### src/rtl/pid_ctrl_gen2_if.sv
// Drive-controller bus for pid_ctrl_gen2: error/speed/gain inputs and the clamped wheel-speed outputs.
// The master side supplies samples and gains; the slave side is the controller.
interface pid_ctrl_gen2_if #(
  parameter int ERR_W   = 12,
  parameter int FRWRD_W = 10,
  parameter int PC_W    = 6,
  parameter int DC_W    = 5
);
  logic                      moving;
  logic                      err_vld;
  logic signed [ERR_W-1:0]   error;
  logic [FRWRD_W-1:0]        frwrd;
  logic [PC_W-1:0]           p_coeff;
  logic [DC_W-1:0]           d_coeff;
  logic signed [FRWRD_W:0]   lft_spd;
  logic signed [FRWRD_W:0]   rght_spd;
  logic                      spd_vld;
  logic                      lft_sat;
  logic                      rght_sat;

  modport master (
    output moving, err_vld, error, frwrd, p_coeff, d_coeff,
    input  lft_spd, rght_spd, spd_vld, lft_sat, rght_sat
  );

  modport slave (
    input  moving, err_vld, error, frwrd, p_coeff, d_coeff,
    output lft_spd, rght_spd, spd_vld, lft_sat, rght_sat
  );
endinterface

### src/rtl/pid_ctrl_gen2.sv
// PID steering controller: runtime P/D gains, anti-windup integrator, clamped outputs, 2-stage pipeline.
// Define PID_SLEW_LIM_EN to rate-limit each speed output by SLEW_MAX per update.
module pid_ctrl_gen2 #(
  parameter int ERR_W    = 12,
  parameter int SAT_W    = 10,
  parameter int FRWRD_W  = 10,
  parameter int INT_W    = 15,
  parameter int I_SHIFT  = 6,
  parameter int D_DEPTH  = 3,
  parameter int DSAT_W   = 8,
  parameter int PC_W     = 6,
  parameter int DC_W     = 5,
  parameter int SLEW_MAX = 64
) (
  input logic            clk,
  input logic            rst,
  pid_ctrl_gen2_if.slave bus
);

  localparam int P_W   = SAT_W + PC_W + 1;
  localparam int D_W   = DSAT_W + DC_W + 1;
  localparam int I_W   = INT_W - I_SHIFT;
  localparam int M_PD  = (P_W > D_W) ? P_W : D_W;
  localparam int M_PDI = (M_PD > I_W) ? M_PD : I_W;
  localparam int PID_W = M_PDI + 2;
  localparam int SPD_W = FRWRD_W + 1;
  localparam int W     = ((PID_W > SPD_W) ? PID_W : SPD_W) + 1;

  localparam logic signed [W-1:0] SPD_HI = W'((1 << FRWRD_W) - 1);
  localparam logic signed [W-1:0] SPD_LO = ~SPD_HI;
  localparam logic signed [W-1:0] SLEW   = W'(SLEW_MAX);

`ifdef PID_SLEW_LIM_EN
  localparam bit SLEW_EN = 1'b1;
`else
  localparam bit SLEW_EN = 1'b0;
`endif

  logic signed [SAT_W-1:0]  err_sat;
  logic signed [SAT_W-1:0]  hist [D_DEPTH];
  logic signed [SAT_W:0]    diff;
  logic signed [DSAT_W-1:0] diff_sat;
  logic signed [P_W-1:0]    p_term;
  logic signed [D_W-1:0]    d_term;
  logic signed [I_W-1:0]    i_term;
  logic signed [INT_W-1:0]  integ;
  logic signed [INT_W-1:0]  integ_nxt;
  logic signed [INT_W:0]    integ_sum;

  logic                     s1_vld;
  logic                     s1_moving;
  logic [FRWRD_W-1:0]       s1_frwrd;
  logic signed [P_W-1:0]    s1_p;
  logic signed [I_W-1:0]    s1_i;
  logic signed [D_W-1:0]    s1_d;

  logic signed [PID_W-1:0]  pid;
  logic signed [PID_W-1:0]  adj;
  logic signed [W-1:0]      l_wide;
  logic signed [W-1:0]      r_wide;
  logic                     l_clip;
  logic                     r_clip;
  logic signed [SPD_W-1:0]  l_tgt;
  logic signed [SPD_W-1:0]  r_tgt;
  logic signed [SPD_W-1:0]  l_nxt;
  logic signed [SPD_W-1:0]  r_nxt;

  logic signed [SPD_W-1:0]  lft_q;
  logic signed [SPD_W-1:0]  rght_q;
  logic                     vld_q;
  logic                     lsat_q;
  logic                     rsat_q;

  function automatic logic signed [SPD_W-1:0] slew_step(
    input logic signed [SPD_W-1:0] prev,
    input logic signed [SPD_W-1:0] tgt
  );
    logic signed [W-1:0] delta;
    delta = W'(tgt) - W'(prev);
    if (delta > SLEW)
      return SPD_W'(W'(prev) + SLEW);
    else if (delta < -SLEW)
      return SPD_W'(W'(prev) - SLEW);
    else
      return tgt;
  endfunction

  // Saturation: in range when every bit above the target sign bit matches the sign.
  always_comb begin
    if (bus.error[ERR_W-1:SAT_W-1] == {(ERR_W-SAT_W+1){bus.error[ERR_W-1]}})
      err_sat = bus.error[SAT_W-1:0];
    else
      err_sat = {bus.error[ERR_W-1], {(SAT_W-1){~bus.error[ERR_W-1]}}};

    if (diff[SAT_W:DSAT_W-1] == {(SAT_W-DSAT_W+2){diff[SAT_W]}})
      diff_sat = diff[DSAT_W-1:0];
    else
      diff_sat = {diff[SAT_W], {(DSAT_W-1){~diff[SAT_W]}}};
  end

  assign diff   = (SAT_W+1)'(err_sat) - (SAT_W+1)'(hist[D_DEPTH-1]);
  assign p_term = P_W'(err_sat) * P_W'($signed({1'b0, bus.p_coeff}));
  assign d_term = D_W'(diff_sat) * D_W'($signed({1'b0, bus.d_coeff}));
  assign i_term = I_W'(integ >>> I_SHIFT);

  assign integ_sum = (INT_W+1)'(integ) + (INT_W+1)'(err_sat);

  always_comb begin
    integ_nxt = integ;
    if (!bus.moving)
      integ_nxt = '0;
    else if (bus.err_vld) begin
      if (integ_sum[INT_W] != integ_sum[INT_W-1])
        integ_nxt = integ;
      else if ((lsat_q || rsat_q) && (err_sat[SAT_W-1] == integ[INT_W-1]))
        integ_nxt = integ;
      else
        integ_nxt = integ_sum[INT_W-1:0];
    end
  end

  assign pid    = PID_W'(s1_p >>> 1) + PID_W'(s1_i) + PID_W'(s1_d);
  assign adj    = pid >>> 3;
  assign l_wide = W'($signed({1'b0, s1_frwrd})) + W'(adj);
  assign r_wide = W'($signed({1'b0, s1_frwrd})) - W'(adj);

  always_comb begin
    l_clip = (l_wide > SPD_HI) || (l_wide < SPD_LO);
    r_clip = (r_wide > SPD_HI) || (r_wide < SPD_LO);
    l_tgt  = (l_wide > SPD_HI) ? SPD_HI[SPD_W-1:0] :
             (l_wide < SPD_LO) ? SPD_LO[SPD_W-1:0] : l_wide[SPD_W-1:0];
    r_tgt  = (r_wide > SPD_HI) ? SPD_HI[SPD_W-1:0] :
             (r_wide < SPD_LO) ? SPD_LO[SPD_W-1:0] : r_wide[SPD_W-1:0];
  end

  assign l_nxt = SLEW_EN ? slew_step(lft_q, l_tgt) : l_tgt;
  assign r_nxt = SLEW_EN ? slew_step(rght_q, r_tgt) : r_tgt;

  always_ff @(posedge clk) begin
    if (rst) begin
      for (int k = 0; k < D_DEPTH; k++) hist[k] <= '0;
      integ     <= '0;
      s1_vld    <= 1'b0;
      s1_moving <= 1'b0;
      s1_frwrd  <= '0;
      s1_p      <= '0;
      s1_i      <= '0;
      s1_d      <= '0;
      lft_q     <= '0;
      rght_q    <= '0;
      vld_q     <= 1'b0;
      lsat_q    <= 1'b0;
      rsat_q    <= 1'b0;
    end else begin
      if (bus.err_vld) begin
        hist[0] <= err_sat;
        for (int k = 1; k < D_DEPTH; k++) hist[k] <= hist[k-1];
      end
      integ     <= integ_nxt;
      s1_vld    <= bus.err_vld;
      s1_moving <= bus.moving;
      s1_frwrd  <= bus.frwrd;
      s1_p      <= p_term;
      s1_i      <= i_term;
      s1_d      <= d_term;
      vld_q     <= s1_vld;
      if (s1_vld) begin
        // A stopped robot forces zero speed, bypassing clamp and slew.
        if (!s1_moving) begin
          lft_q  <= '0;
          rght_q <= '0;
          lsat_q <= 1'b0;
          rsat_q <= 1'b0;
        end else begin
          lft_q  <= l_nxt;
          rght_q <= r_nxt;
          lsat_q <= l_clip;
          rsat_q <= r_clip;
        end
      end
    end
  end

  assign bus.lft_spd  = lft_q;
  assign bus.rght_spd = rght_q;
  assign bus.spd_vld  = vld_q;
  assign bus.lft_sat  = lsat_q;
  assign bus.rght_sat = rsat_q;

endmodule

### src/flat_wrapper.sv
// flat-port wrapper written by rule: the top's interface ports become plain ports
module pid_ctrl_gen2_flat 
#(
  parameter int ERR_W    = 12,
  parameter int SAT_W    = 10,
  parameter int FRWRD_W  = 10,
  parameter int INT_W    = 15,
  parameter int I_SHIFT  = 6,
  parameter int D_DEPTH  = 3,
  parameter int DSAT_W   = 8,
  parameter int PC_W     = 6,
  parameter int DC_W     = 5,
  parameter int SLEW_MAX = 64
)
  (clk, rst, bus_moving, bus_err_vld, bus_error, bus_frwrd, bus_p_coeff, bus_d_coeff, bus_lft_spd, bus_rght_spd, bus_spd_vld, bus_lft_sat, bus_rght_sat);
  pid_ctrl_gen2_if #(.ERR_W(ERR_W), .FRWRD_W(FRWRD_W), .PC_W(PC_W), .DC_W(DC_W)) bus_i ();
  input logic clk;
  input logic rst;
  input wire logic [$bits(bus_i.moving)-1:0] bus_moving;
  input wire logic [$bits(bus_i.err_vld)-1:0] bus_err_vld;
  input wire logic [$bits(bus_i.error)-1:0] bus_error;
  input wire logic [$bits(bus_i.frwrd)-1:0] bus_frwrd;
  input wire logic [$bits(bus_i.p_coeff)-1:0] bus_p_coeff;
  input wire logic [$bits(bus_i.d_coeff)-1:0] bus_d_coeff;
  output wire logic [$bits(bus_i.lft_spd)-1:0] bus_lft_spd;
  output wire logic [$bits(bus_i.rght_spd)-1:0] bus_rght_spd;
  output wire logic [$bits(bus_i.spd_vld)-1:0] bus_spd_vld;
  output wire logic [$bits(bus_i.lft_sat)-1:0] bus_lft_sat;
  output wire logic [$bits(bus_i.rght_sat)-1:0] bus_rght_sat;
  assign bus_i.moving = bus_moving;
  assign bus_i.err_vld = bus_err_vld;
  assign bus_i.error = bus_error;
  assign bus_i.frwrd = bus_frwrd;
  assign bus_i.p_coeff = bus_p_coeff;
  assign bus_i.d_coeff = bus_d_coeff;
  assign bus_lft_spd = bus_i.lft_spd;
  assign bus_rght_spd = bus_i.rght_spd;
  assign bus_spd_vld = bus_i.spd_vld;
  assign bus_lft_sat = bus_i.lft_sat;
  assign bus_rght_sat = bus_i.rght_sat;
  pid_ctrl_gen2 #(.ERR_W(ERR_W), .SAT_W(SAT_W), .FRWRD_W(FRWRD_W), .INT_W(INT_W), .I_SHIFT(I_SHIFT), .D_DEPTH(D_DEPTH), .DSAT_W(DSAT_W), .PC_W(PC_W), .DC_W(DC_W), .SLEW_MAX(SLEW_MAX)) u_core (.clk(clk), .rst(rst), .bus(bus_i));
endmodule
### config.mk
export PLATFORM = sky130hd
export DESIGN_NAME = pid_ctrl_gen2_flat
export DESIGN_NICKNAME = d
export VERILOG_FILES = /design/src/rtl/pid_ctrl_gen2_if.sv /design/src/rtl/pid_ctrl_gen2.sv /design/src/flat_wrapper.sv
export SDC_FILE = /design/constraint.sdc
export NUM_CORES = 1
export LEC_CHECK = 0
export ABC_AREA = 1
export BUFFER_PORTS_ARGS = -buffer_cell sky130_fd_sc_hd__buf_4
export CORE_ASPECT_RATIO = 0.5
export CORE_UTILIZATION = 45
export CTS_BUF_LIST = sky130_fd_sc_hd__clkbuf_4 sky130_fd_sc_hd__clkbuf_8 sky130_fd_sc_hd__clkbuf_16
export CTS_CLUSTER_DIAMETER = 150
export DETAILED_ROUTE_END_ITERATION = 8
export GPL_TIMING_DRIVEN = 0
export SYNTH_ARGS = -nofsm -noshare
export SYNTH_HDL_FRONTEND = slang
export SYNTH_SLANG_ARGS = --single-unit
### constraint.sdc
create_clock -name clk -period 15.9 [get_ports clk]
set_input_delay 3.18 -clock clk [delete_from_list [all_inputs] [get_ports clk]]
set_output_delay 3.18 -clock clk [all_outputs]
set_load 0.01 [all_outputs]
==> impl_results.md, run 1 <==
- Outcome: finished clean
- First-pass GRT wire length: 46.1 mm
- Sw frac: 51.4%
- Most frequent cells in the layout: nand2_1, inv_1, nor2_1, ha_1, a21oi_1
- Maximum vdd drop: 0.0898 mV
- Ant diodes: 0
- Vias: 9892
- Leak: 0.00683 uW
- Critical Path AT: 11020 ps
- Syn Std Cell Area: 0.0115 mm^2
- Skew-Pair Late Insertion Delay: 440 ps
- Post-Route WL: 28.4 mm
- Number of enable flip-flop cells after synthesis: 30
- Crit-path max FO: 9
- FMAX: 93.8 MHz
- Dpl cell area: 0.0124 mm^2
- Comb power frac: 69.2%
- # DRC: 0
- Cells after Synth: 1573
- Total track usage: 22.4%
- Required time of the critical path: 16260 ps
- Async SR Flop Fraction: 0%
- RSZ-0062 raised after global routing: false
- Max-slew headroom: 23.4%
- Synth area leader: dfxtp_1
- Die Width: 228 um
- Final HPWL DP: 23.3 mm
- Synth cell types: 37
- Clock buffer depth: 2
- Worst Setup End Kind: flop
- Largest cells by area after synthesis: dfxtp_1, fa_1, ha_1
- Layout cell share with drive strength beyond 1: 7.15%
- Commonest non-fill, non-tap cell in the layout: nand2_1
- Syn nets: 1821
- Initial Util: 46.9%
- Hold-fix buffers, CTS: 0
- Drt initial violations: 527
- FP Rows: 40
- Final Cell Area: 0.0130 mm^2
- CTS-repair resized insts: 0
- Crit-path most repeated cell: nor2_1
- Clock period minus worst slack: 10660 ps
- PD cells: 202 mW/mm^2
- Root Buffer: clkbuf_16
- Largest net degree at the start of global routing: 31
- Fin crit share: 67.0%
- Die Ht: 115 um
- Slowest cell delay on critical path: 920 ps
- Sequential share of power: 15.2%
- Vias in the first global route: 9499
- Slowest CP cell: o21ai_0
- Top FF cell, synth: dfxtp_1
- Synthesized area per cell: 7.31 um^2
- Area growth, synth to finish: 13.0%
- CTS tree: yes
- Kind of critical path: input port to flop
- Post-synthesis sequential area ratio: 23.7%
- GRT overflow: 0
- Clock power frac: 15.6%
- Post-CTS Repair Setup Buffers: 0
- Flops & latches, synth: 121
- Max-slew violations: 0
- Final worst slack: 5240 ps
- TritonRoute pass-1 iters: 5
- Worst-margin pin slew: 1140 ps
- MaxCap Viol Count: 0
- Ports: 62
- Antenna Nets Post-Route: 0
- Internal: 1280 uW
- Number of antenna violations at the first check in global routing: 0
- TNS Setup: 0 ps
- Core footprint: 0.0245 mm^2
- Clk slew on worst S/H paths: 70 ps
- NumNets Final: 1899
- Final setup vio count: 0
- Worst Hold Class: flop to flop
- TritonCTS Buffers: 17
- NetSw: 1350 uW
- Placer congestion estimate: 0.924
- Count of final hold-check violations: 0
- H-tree depth: 4
- Clk sink count: 121
- Final Util: 53.0%
- Yosys top cell area share: 15.8%
- Synth warnings: 0
- Vias per inst: 4.95
- Setup Skew: 13.5 ps
- Worst slack, placed: 4840 ps
- Port-buffer cells: 59
- Startpoint types: input port
- Drt wl/cell: 14.2 um
- Fill cell count: 2416
- DIE AREA: 0.0262 mm^2
worst paths after layout:
path	start	end	slack, ps	cells after the start
worst max-delay path	bus_error[11]	u_core.s1_d[13]$_SDFF_PP0_	5240	38
worst min-delay path	u_core.integ[8]$_SDFFE_PP0P_	u_core.s1_i[2]$_SDFF_PP0_	450	2
worst max register to register	u_core.hist[0][20]$_SDFFCE_PN0P_	u_core.s1_d[13]$_SDFF_PP0_	9570	31
worst min register to register	u_core.integ[8]$_SDFFE_PP0P_	u_core.s1_i[2]$_SDFF_PP0_	450	2
worst max-delay path: cells and delay by family:
kind                       cells  cell delay, ps
AOI/OAI and AO/OA             10            2620
adders and majority gates      5            2160
buffers and inverters          9            1410
and+or+nand+nor               13            1360
xor gates and xnor gates       1             260
sequential cells by signal (all words and copies together), names as in the netlist:
register and count:
u_core.s1_d 14, u_core.bus.rght_spd 11, u_core.s1_moving 1, u_core.bus.spd_vld 1, u_core.bus.rght_sat 1, u_core.s1_i 9, u_core.s1_frwrd 10, u_core.hist 30
u_core.bus.lft_sat 1, u_core.s1_p 16, u_core.bus.lft_spd 11, u_core.integ 15, u_core.s1_vld 1
power groups by stage:
stage	logic, uW	clock network (uW)	registers (uW)
floorplan	1360	0	403
global placement	1760	0	405
detailed placement	1790	0	407
CTS	1810	417	400
global route	2080	433	405
finish	1810	409	400
layout make-up:
class / count / area, um^2 / area share, %
multi-input cells: 1108 / 7480 / 57.6
flip-flops and latches: 121 / 2720 / 21.0
inverters: 320 / 1200 / 9.25
clock buffers: 22 / 499 / 3.84
repair buffers: 59 / 443 / 3.41
well taps: 336 / 420 / 3.24
clock inverters: 10 / 129 / 0.992
plain buffers: 24 / 97.6 / 0.751
through the flow:
stage                     power, uW  cells  hold slack [ps]
after floorplan                1770   1573              429
after CTS                      2620   2000              450
after global placement         2170   1968              446
final                          2620   2000              452
after detailed placement       2200   1968              444
after global routing           2910   2000              471
layer usage:
layer  wire, um  up-vias  global-route usage, %  share of wire [%]
met4        518        0                   6.98                1.8
met1      13900     4625                   29.5                 49
met3       1140       33                   4.12                4.0
met5          0        -                      0                  0
met2      12800      190                   37.6                 45
li1           -     5044                      -                  -
logic make-up (layout without fill, tap and decap cells):
logic type	count (synthesis)	in the layout	synth area share, %
flip-flops	121	121	23.7
XOR/XNOR	48	48	3.66
adder cells (fa/ha/maj)	211	211	28.6
buffers and inverters	344	435	11.3
AO/OA/AOI/OAI	205	205	10.0
AND/OR/NAND/NOR	644	644	22.7
Yosys cell counts (4+ instances only):
cell type and number:
nor3_1 13, fa_1 87, and3_1 4, o21bai_1 15
ha_1 124, nand2_1 317, a31oi_1 15, nand4_1 6
edfxtp_1 30, nor2_1 219, nand3_1 64, a21boi_0 4
inv_1 315, clkinv_1 4, o21ai_0 49, a21oi_1 102
buf_2 6, xnor2_1 12, nand3b_1 6, o21ai_1 5
or2_2 6, dfxtp_1 91, xor2_1 36, nand2_2 4
o21a_1 4, clkbuf_1 15
Note: power is estimated with default switching activity, not from simulation.
==> inputs of run 2 (changes only) <==
==> constraint.sdc (replaced) <==
create_clock -name clk -period 9.4 [get_ports clk]
set_input_delay 1.88 -clock clk [delete_from_list [all_inputs] [get_ports clk]]
set_output_delay 1.88 -clock clk [all_outputs]
set_load 0.01 [all_outputs]
==> run 2 against run 1 <==
  * Clock power up 69%
  * Clock skew up 0.93 ps
  * Combinational power up 70%
  * Worst setup slack worse by 4500 ps
  * Register-to-register slack worse by 6500 ps
  * Critical path depth unchanged
  * Critical path type unchanged
  * Largest cell class unchanged
  * Largest power group unchanged
==> impl_results.md, run 2 (synthesized netlist as in run 1, its figures left out) <==
- Outcome: finished clean
- Fin crit share: 91.7%
- Die Ht: 115 um (unchanged)
- Worst-margin pin slew: 783 ps (-354 ps)
- Largest net degree at the start of global routing: 31 (unchanged)
- Maximum vdd drop: 0.152 mV (+69%)
- TritonCTS Buffers: 17 (unchanged)
- Crit-path most repeated cell: nor2_1
- Commonest non-fill, non-tap cell in the layout: nand2_1
- Ant diodes: 0 (unchanged)
- Final Cell Area: 0.0131 mm^2 (+0.73%)
- Worst hold margin: 452 ps (+0.0690 ps)
- Count of final hold-check violations: 0 (unchanged)
- Kind of critical path: input port to flop
- GRT overflow: 0 (unchanged)
- Antenna Nets Post-Route: 0 (unchanged)
- Max-slew violations: 0 (unchanged)
- MaxCap Viol Count: 0 (unchanged)
- Drt wl/cell: 14.1 um (-0.24%)
- Skew-Pair Late Insertion Delay: 440 ps (about the same)
- CTS tree: yes
- Ports: 62 (unchanged)
- Required time of the critical path: 9760 ps (-6500 ps)
- FP Rows: 40 (unchanged)
- Worst Setup End Kind: flop
- FMAX: 116 MHz
- Final setup vio count: 0 (unchanged)
- Final worst slack: 783 ps (-4460 ps)
- NumNets Final: 1900 (+0.053%)
- Clock period minus worst slack: 8620 ps
- Placer congestion estimate: 0.924 (unchanged)
- Pwr Total: 4440 uW (+69%)
- Top reg by flops: u_core.hist
- Area growth, synth to finish: 13.8%
- Final HPWL DP: 23.3 mm (unchanged)
- Startpoint types: input port
- Final std cells w/o fill: 2001 (+0.050%)
- Number of antenna violations at the first check in global routing: 0 (unchanged)
- Setup Skew: 14.4 ps (+0.932 ps)
- PD cells: 339 mW/mm^2 (+68%)
- Port-buffer cells: 59 (unchanged)
- Worst slack, placed: -358 ps (-5200 ps)
- Biggest regs: u_core.hist: 30 flops, u_core.s1_p: 16 flops, u_core.integ: 15 flops
- First-pass GRT wire length: 46.1 mm (unchanged)
- Core footprint: 0.0245 mm^2 (unchanged)
- Clock buffer depth: 2 (unchanged)
- Hold_sp: u_core.integ[8]$_SDFFE_PP0P_
- Reg2Reg Setup Slack: 3080 ps (-6490 ps)
- Leak: 0.00685 uW (+0.41%)
- Layout cell share with drive strength beyond 1: 7.87% (+0.72 points)
- Total track usage: 22.4% (unchanged)
- # DRC: 0 (unchanged)
- Drt initial violations: 537 (+1.9%)
- Vias in the first global route: 9499 (unchanged)
- WP buf/inv: 9 (unchanged)
- Max-slew headroom: 47.6% (+24 points)
- Critical Path Source: bus_error[11]
- Hold-fix buffers, CTS: 0 (unchanged)
- Vias: 9924 (+0.32%)
- Worst Hold Class: flop to flop
- Dpl cells: 1968 (unchanged)
- Root Buffer: clkbuf_16
- Initial Util: 46.9% (unchanged)
- DIE AREA: 0.0262 mm^2 (unchanged)
- Slowest CP cell: fa_1
- Crit-path max FO: 9 (unchanged)
- Slowest cell delay on critical path: 540 ps (-380 ps)
- Dpl cell area: 0.0124 mm^2 (unchanged)
- Post-Route WL: 28.3 mm (-0.19%)
- H-tree depth: 4 (unchanged)
- Crit path max-delay family: adder cells
- RSZ-0062 raised after global routing: false
- Die Width: 228 um (unchanged)
- Max FFs per register: 30 (unchanged)
- Most frequent cells in the layout: nand2_1, inv_1, nor2_1, ha_1, a21oi_1
- TritonRoute pass-1 iters: 5 (unchanged)
- Worst r2r src: u_core.hist[0][20]$_SDFFCE_PN0P_
- Clk sink count: 121 (unchanged)
- Critical Path AT: 8980 ps (-2040 ps)
- Vias per inst: 4.96 (+0.27%)
- Clk slew on worst S/H paths: 70 ps (about the same)
[run 2: per-stage QoR]
| stage | setup TNS [ps] | utilization [%] |
|---|---|---|
| 2_1_floorplan | 0 | - |
| 3_3_place_gp | -210 | 50.4 |
| 3_5_place_dp | -421 | 50.4 |
| 4_1_cts | 0 | 53.0 |
| 5_1_grt | 0 | 53.4 |
| 6_report | 0 | 53.4 |
[run 2: per-layer routing]
layer  vias up  share of wire, %  track usage, %
met2       211                45            37.6
met3        34               4.6            4.12
li1       5048                 -               -
met1      4631                48            29.5
met5         -                 0               0
met4         0               1.9            6.98
[run 2: repair_timing]
action	in CTS	in global routing
endpoints found under the hold margin	0	0
setup endpoints to repair	0	5
resized for setup	0	22
buffers inserted	0	1
[run 2: path summary, 6_finish.rpt]
path,to,depth (start not counted)
worst max register to register,u_core.s1_d[13]$_SDFF_PP0_,31
worst min-delay path,u_core.s1_i[2]$_SDFF_PP0_,2
worst max-delay path,u_core.s1_d[13]$_SDFF_PP0_,38
worst min register to register,u_core.s1_i[2]$_SDFF_PP0_,2
[run 2: area by class of cell]
cell class                 count  area (um^2)
sequential                   121         2720
multi-input combinational   1108         7550
inverter                     320         1200
fill                        2409        11400
clock buffer                  22          499
tap                          336          420
buffer                        24         97.6
timing repair buffer          60          463
clock inverter                10          129
[run 2: worst register-to-register path, delay by kind of cell (launching register included)]
kind	cells	cell delay, ps
buffers and inverters	4	270
adders and majority gates	6	2400
xor gates and xnor gates	1	290
DFF	1	390
AOI/OAI and AO/OA	8	1570
and+or+nand+nor	12	1290
[run 2: where the power goes]
part	switching, uW	internal (uW)	total (uW)
Sequential	47.5	629	676
Combinational	1980	1100	3070
Clock	258	434	692
==> inputs of run 3 (changes only) <==
--- a/config.mk
+++ b/config.mk
@@ -5,8 +5,8 @@
 export SDC_FILE = /design/constraint.sdc
 export NUM_CORES = 1
 export LEC_CHECK = 0
-export ABC_AREA = 1
 export BUFFER_PORTS_ARGS = -buffer_cell sky130_fd_sc_hd__buf_4
+export CAP_MARGIN = 20
 export CORE_ASPECT_RATIO = 0.5
 export CORE_UTILIZATION = 45
 export CTS_BUF_LIST = sky130_fd_sc_hd__clkbuf_4 sky130_fd_sc_hd__clkbuf_8 sky130_fd_sc_hd__clkbuf_16
==> run 3 against run 2 <==
  * Flip-flop and latch count is the same
  * Sequential share of layout area is 0.77 points higher
  * Area after synthesis down 3.7%
  * Global-route usage shrank 1.2 points
  * Non-clock buffer count grew 2
  * Clock power increased by 3%
  * Combinational power down 15%
  * Hold slack improved by 34 ps
  * Synthesized cell count is 21% lower
  * Clock-buffer cell count decreased by 3
  * Critical path type unchanged
  * Largest power group unchanged
  * Highest routed layer unchanged
==> impl_results.md, run 3 <==
- Outcome: finished clean
- Worst Hold Class: flop to flop
- Area growth, synth to finish: 14.0%
- Final HPWL DP: 20.2 mm (-13%)
- Yosys top cell area share: 16.5% (+0.61 points)
- Hold-fix buffers, CTS: 0 (unchanged)
- Synth cell types: 71 (+92%)
- Slowest cell delay on critical path: 670 ps (+130 ps)
- NumNets Final: 1562 (-18%)
- Clk slew on worst S/H paths: 60 ps (about the same)
- Required time of the critical path: 9740 ps (-20 ps)
- Clk sink count: 121 (unchanged)
- Syn Std Cell Area: 0.0111 mm^2 (-3.7%)
- Reg2Reg Setup Slack: 2700 ps (-380 ps)
- Final Util: 52.4% (-0.94 points)
- TNS Setup: 0 ps (unchanged)
- Top FF cell, synth: dfxtp_1
- FP Rows: 40 (unchanged)
- Final std cells w/o fill: 1663 (-17%)
- Biggest regs: u_core.hist: 30 flops, u_core.s1_p: 16 flops, u_core.integ: 15 flops
- Commonest non-fill, non-tap cell in the layout: inv_1
- Post-Route WL: 25.3 mm (-11%)
- Vias: 8537 (-14%)
- CTS tree: yes
- Leak: 0.00591 uW (-14%)
- Max-slew headroom: 27.8% (-20 points)
- Cells after Synth: 1238 (-21%)
- Sequential share of power: 16.9% (+1.7 points)
- Drt initial violations: 445 (-17%)
- Crit-path most repeated cell: o21ai_0
- Dpl cells: 1631 (-17%)
- First-pass GRT wire length: 42.2 mm (-8.5%)
- Worst slack, placed: -268 ps (+89.4 ps)
- Setup Skew: 7.95 ps (-6.47 ps)
- Count of final hold-check violations: 0 (unchanged)
- PD cells: 318 mW/mm^2 (-6.3%)
- Clock power frac: 17.7% (+2.1 points)
- Post-synthesis sequential area ratio: 24.6% (+0.90 points)
- Top cells by count, synth: inv_1, nor2_1, ha_1
- Number of enable flip-flop cells after synthesis: 30 (unchanged)
- H-tree depth: 4 (unchanged)
- RSZ-0062 raised after global routing: false
- Clock buffer depth: 2 (unchanged)
- Crit-path max FO: 10 (+1)
- TritonRoute pass-1 iters: 5 (unchanged)
- Pwr Total: 4010 uW (-9.6%)
- Ports: 62 (unchanged)
- Flops & latches, synth: 121 (unchanged)
- Internal: 2190 uW (+1.2%)
- Ant diodes: 0 (unchanged)
- Worst Setup End Kind: flop
- Comb power frac: 65.4% (-3.8 points)
- # DRC: 0 (unchanged)
- Slowest CP cell: nor2_1
- FMAX: 114 MHz (-1.4%)
- Root Buffer: clkbuf_16
- Initial Util: 46.0% (-0.88 points)
- Clock period minus worst slack: 8740 ps (+126 ps)
- NetSw: 1830 uW (-20%)
- Worst r2r src: u_core.hist[0][20]$_SDFFCE_PN0P_
- MaxCap Viol Count: 0 (unchanged)
- CTS-repair resized insts: 0 (unchanged)
- Worst reg2reg path depth: 26 (-16%)
- R2r endpoint: u_core.s1_d[13]$_SDFF_PP0_
- Fin crit share: 93.0% (+1.3 points)
- Placer congestion estimate: 0.880 (-4.7%)
- Hold EP: u_core.s1_i[3]$_SDFF_PP0_
- Final worst slack: 657 ps (-126 ps)
- Count leader, synth: inv_1
- Antenna Nets Post-Route: 0 (unchanged)
- Die Ht: 113 um (-1.8%)
- Critical Path AT: 9080 ps (+100 ps)
- Port-buffer cells: 57 (-3.4%)
- Die Width: 224 um (-1.8%)
- Synth warnings: 0 (unchanged)
- Skew-Pair Late Insertion Delay: 420 ps (-20 ps)
- Maximum vdd drop: 0.155 mV (+2.1%)
- TritonCTS Buffers: 17 (unchanged)
- Startpoint types: input port
- Kind of critical path: input port to flop
- Max FFs per register: 30 (unchanged)
- Worst-margin pin slew: 1080 ps (+296 ps)
- Max-slew violations: 0 (unchanged)
- Number of antenna violations at the first check in global routing: 1 (+1)
- Syn nets: 1486 (-18%)
- Most frequent cells in the layout: inv_1, nor2_1, ha_1, dfxtp_1, fa_1
- Post-CTS Repair Setup Buffers: 0 (unchanged)
- Largest cells by area after synthesis: dfxtp_1, fa_1, ha_1
- DIE AREA: 0.0253 mm^2 (-3.6%)
- Drt wl/cell: 15.2 um (+7.3%)
- Largest net degree at the start of global routing: 31 (unchanged)
- Vias in the first global route: 8671 (-8.7%)
- Sw frac: 45.6% (-5.8 points)
- Hold_sp: u_core.integ[9]$_SDFFE_PP0P_
- Hold path depth: 1 (-1)
- Async SR Flop Fraction: 0% (unchanged)
- Core footprint: 0.0241 mm^2 (-1.8%)
- GRT overflow: 0 (unchanged)
- Total track usage: 21.2% (-1.2 points)
- Final setup vio count: 0 (unchanged)
- Vias per inst: 5.13 (+3.5%)
- Synth area leader: dfxtp_1
- Layout cell share with drive strength beyond 1: 9.12% (+1.3 points)
- Synthesized area per cell: 8.94 um^2 (+22%)
- Top reg by flops: u_core.hist
## run 3: cell count changes after synthesis, sizes merged, moves of 17 or more
cell,before,now
xor2,36,17
nand2,321,64
nor2,222,130
nand3,66,29
and2,0,77
a21oi,104,55
inv,316,163
a21o,2,19
xnor2,12,51
nor2b,0,43
## run 3: how the worst max path moves through the flow
| stage | startpoint | cells past startpoint | slack [ps] | to |
|---|---|---|---|---|
| floorplan | bus_error[11] | 29 | 1240 | u_core.s1_d[13]$_SDFF_PP0_ |
| global placement | bus_error[11] | 30 | -170 | u_core.s1_d[13]$_SDFF_PP0_ |
| detailed placement | bus_error[11] | 30 | -270 | u_core.s1_d[13]$_SDFF_PP0_ |
| CTS | bus_error[11] | 30 | 130 | u_core.s1_d[13]$_SDFF_PP0_ |
| global route | bus_error[11] | 28 | 10 | u_core.s1_d[13]$_SDFF_PP0_ |
| finish | bus_error[11] | 28 | 660 | u_core.s1_d[13]$_SDFF_PP0_ |
## run 3: logic make-up (layout without fill, tap and decap cells)
| kind of cell | Yosys count | after routing | synth area share [%] |
|---|---|---|---|
| fa+ha+maj | 211 | 211 | 29.7 |
| buf+inv | 192 | 281 | 6.72 |
| simple gates | 409 | 409 | 18.6 |
| flops | 121 | 121 | 24.6 |
| mux | 4 | 4 | 0.407 |
| xor+xnor | 68 | 68 | 5.38 |
| compound gates | 233 | 233 | 14.6 |
## run 3: layout make-up
class	instances	area, um^2
clock inverter	13	189
buffer	29	133
inverter	163	612
multi-input combinational	925	7660
fill	2245	11500
timing repair buffer	57	428
clock buffer	19	458
sequential	121	2720
tap	336	420
## run 3: stage by stage
step	area [um^2]	hold WS, ps
2_1_floorplan	11100	460
3_3_place_gp	11900	460
3_5_place_dp	11900	473
4_1_cts	12600	481
5_1_grt	12600	496
6_report	12600	486
## run 3: power groups by stage
| stage | clock (uW) | sequential [uW] | combinational, uW |
|---|---|---|---|
| floorplan | 0 | 686 | 2000 |
| global placement | 0 | 689 | 2560 |
| detailed placement | 0 | 690 | 2610 |
| CTS | 725 | 680 | 2630 |
| global route | 750 | 690 | 2990 |
| finish | 710 | 680 | 2620 |
## run 3: critical path, delay by kind of cell
kind / cells / cell delay [ps]
AOI/OAI and AO/OA: 13 / 2730
xor gates and xnor gates: 1 / 190
adders and majority gates: 5 / 2130
buffers and inverters: 4 / 470
and+or+nand+nor: 5 / 1670
## run 3: per-layer routing
metal / up-vias / track usage [%] / routed length, um
li1: 4311 / - / -
met1: 4062 / 28.6 / 12700
met5: - / 0 / 0
met4: 0 / 4.98 / 291
met3: 22 / 3.61 / 905
met2: 142 / 35.6 / 11300
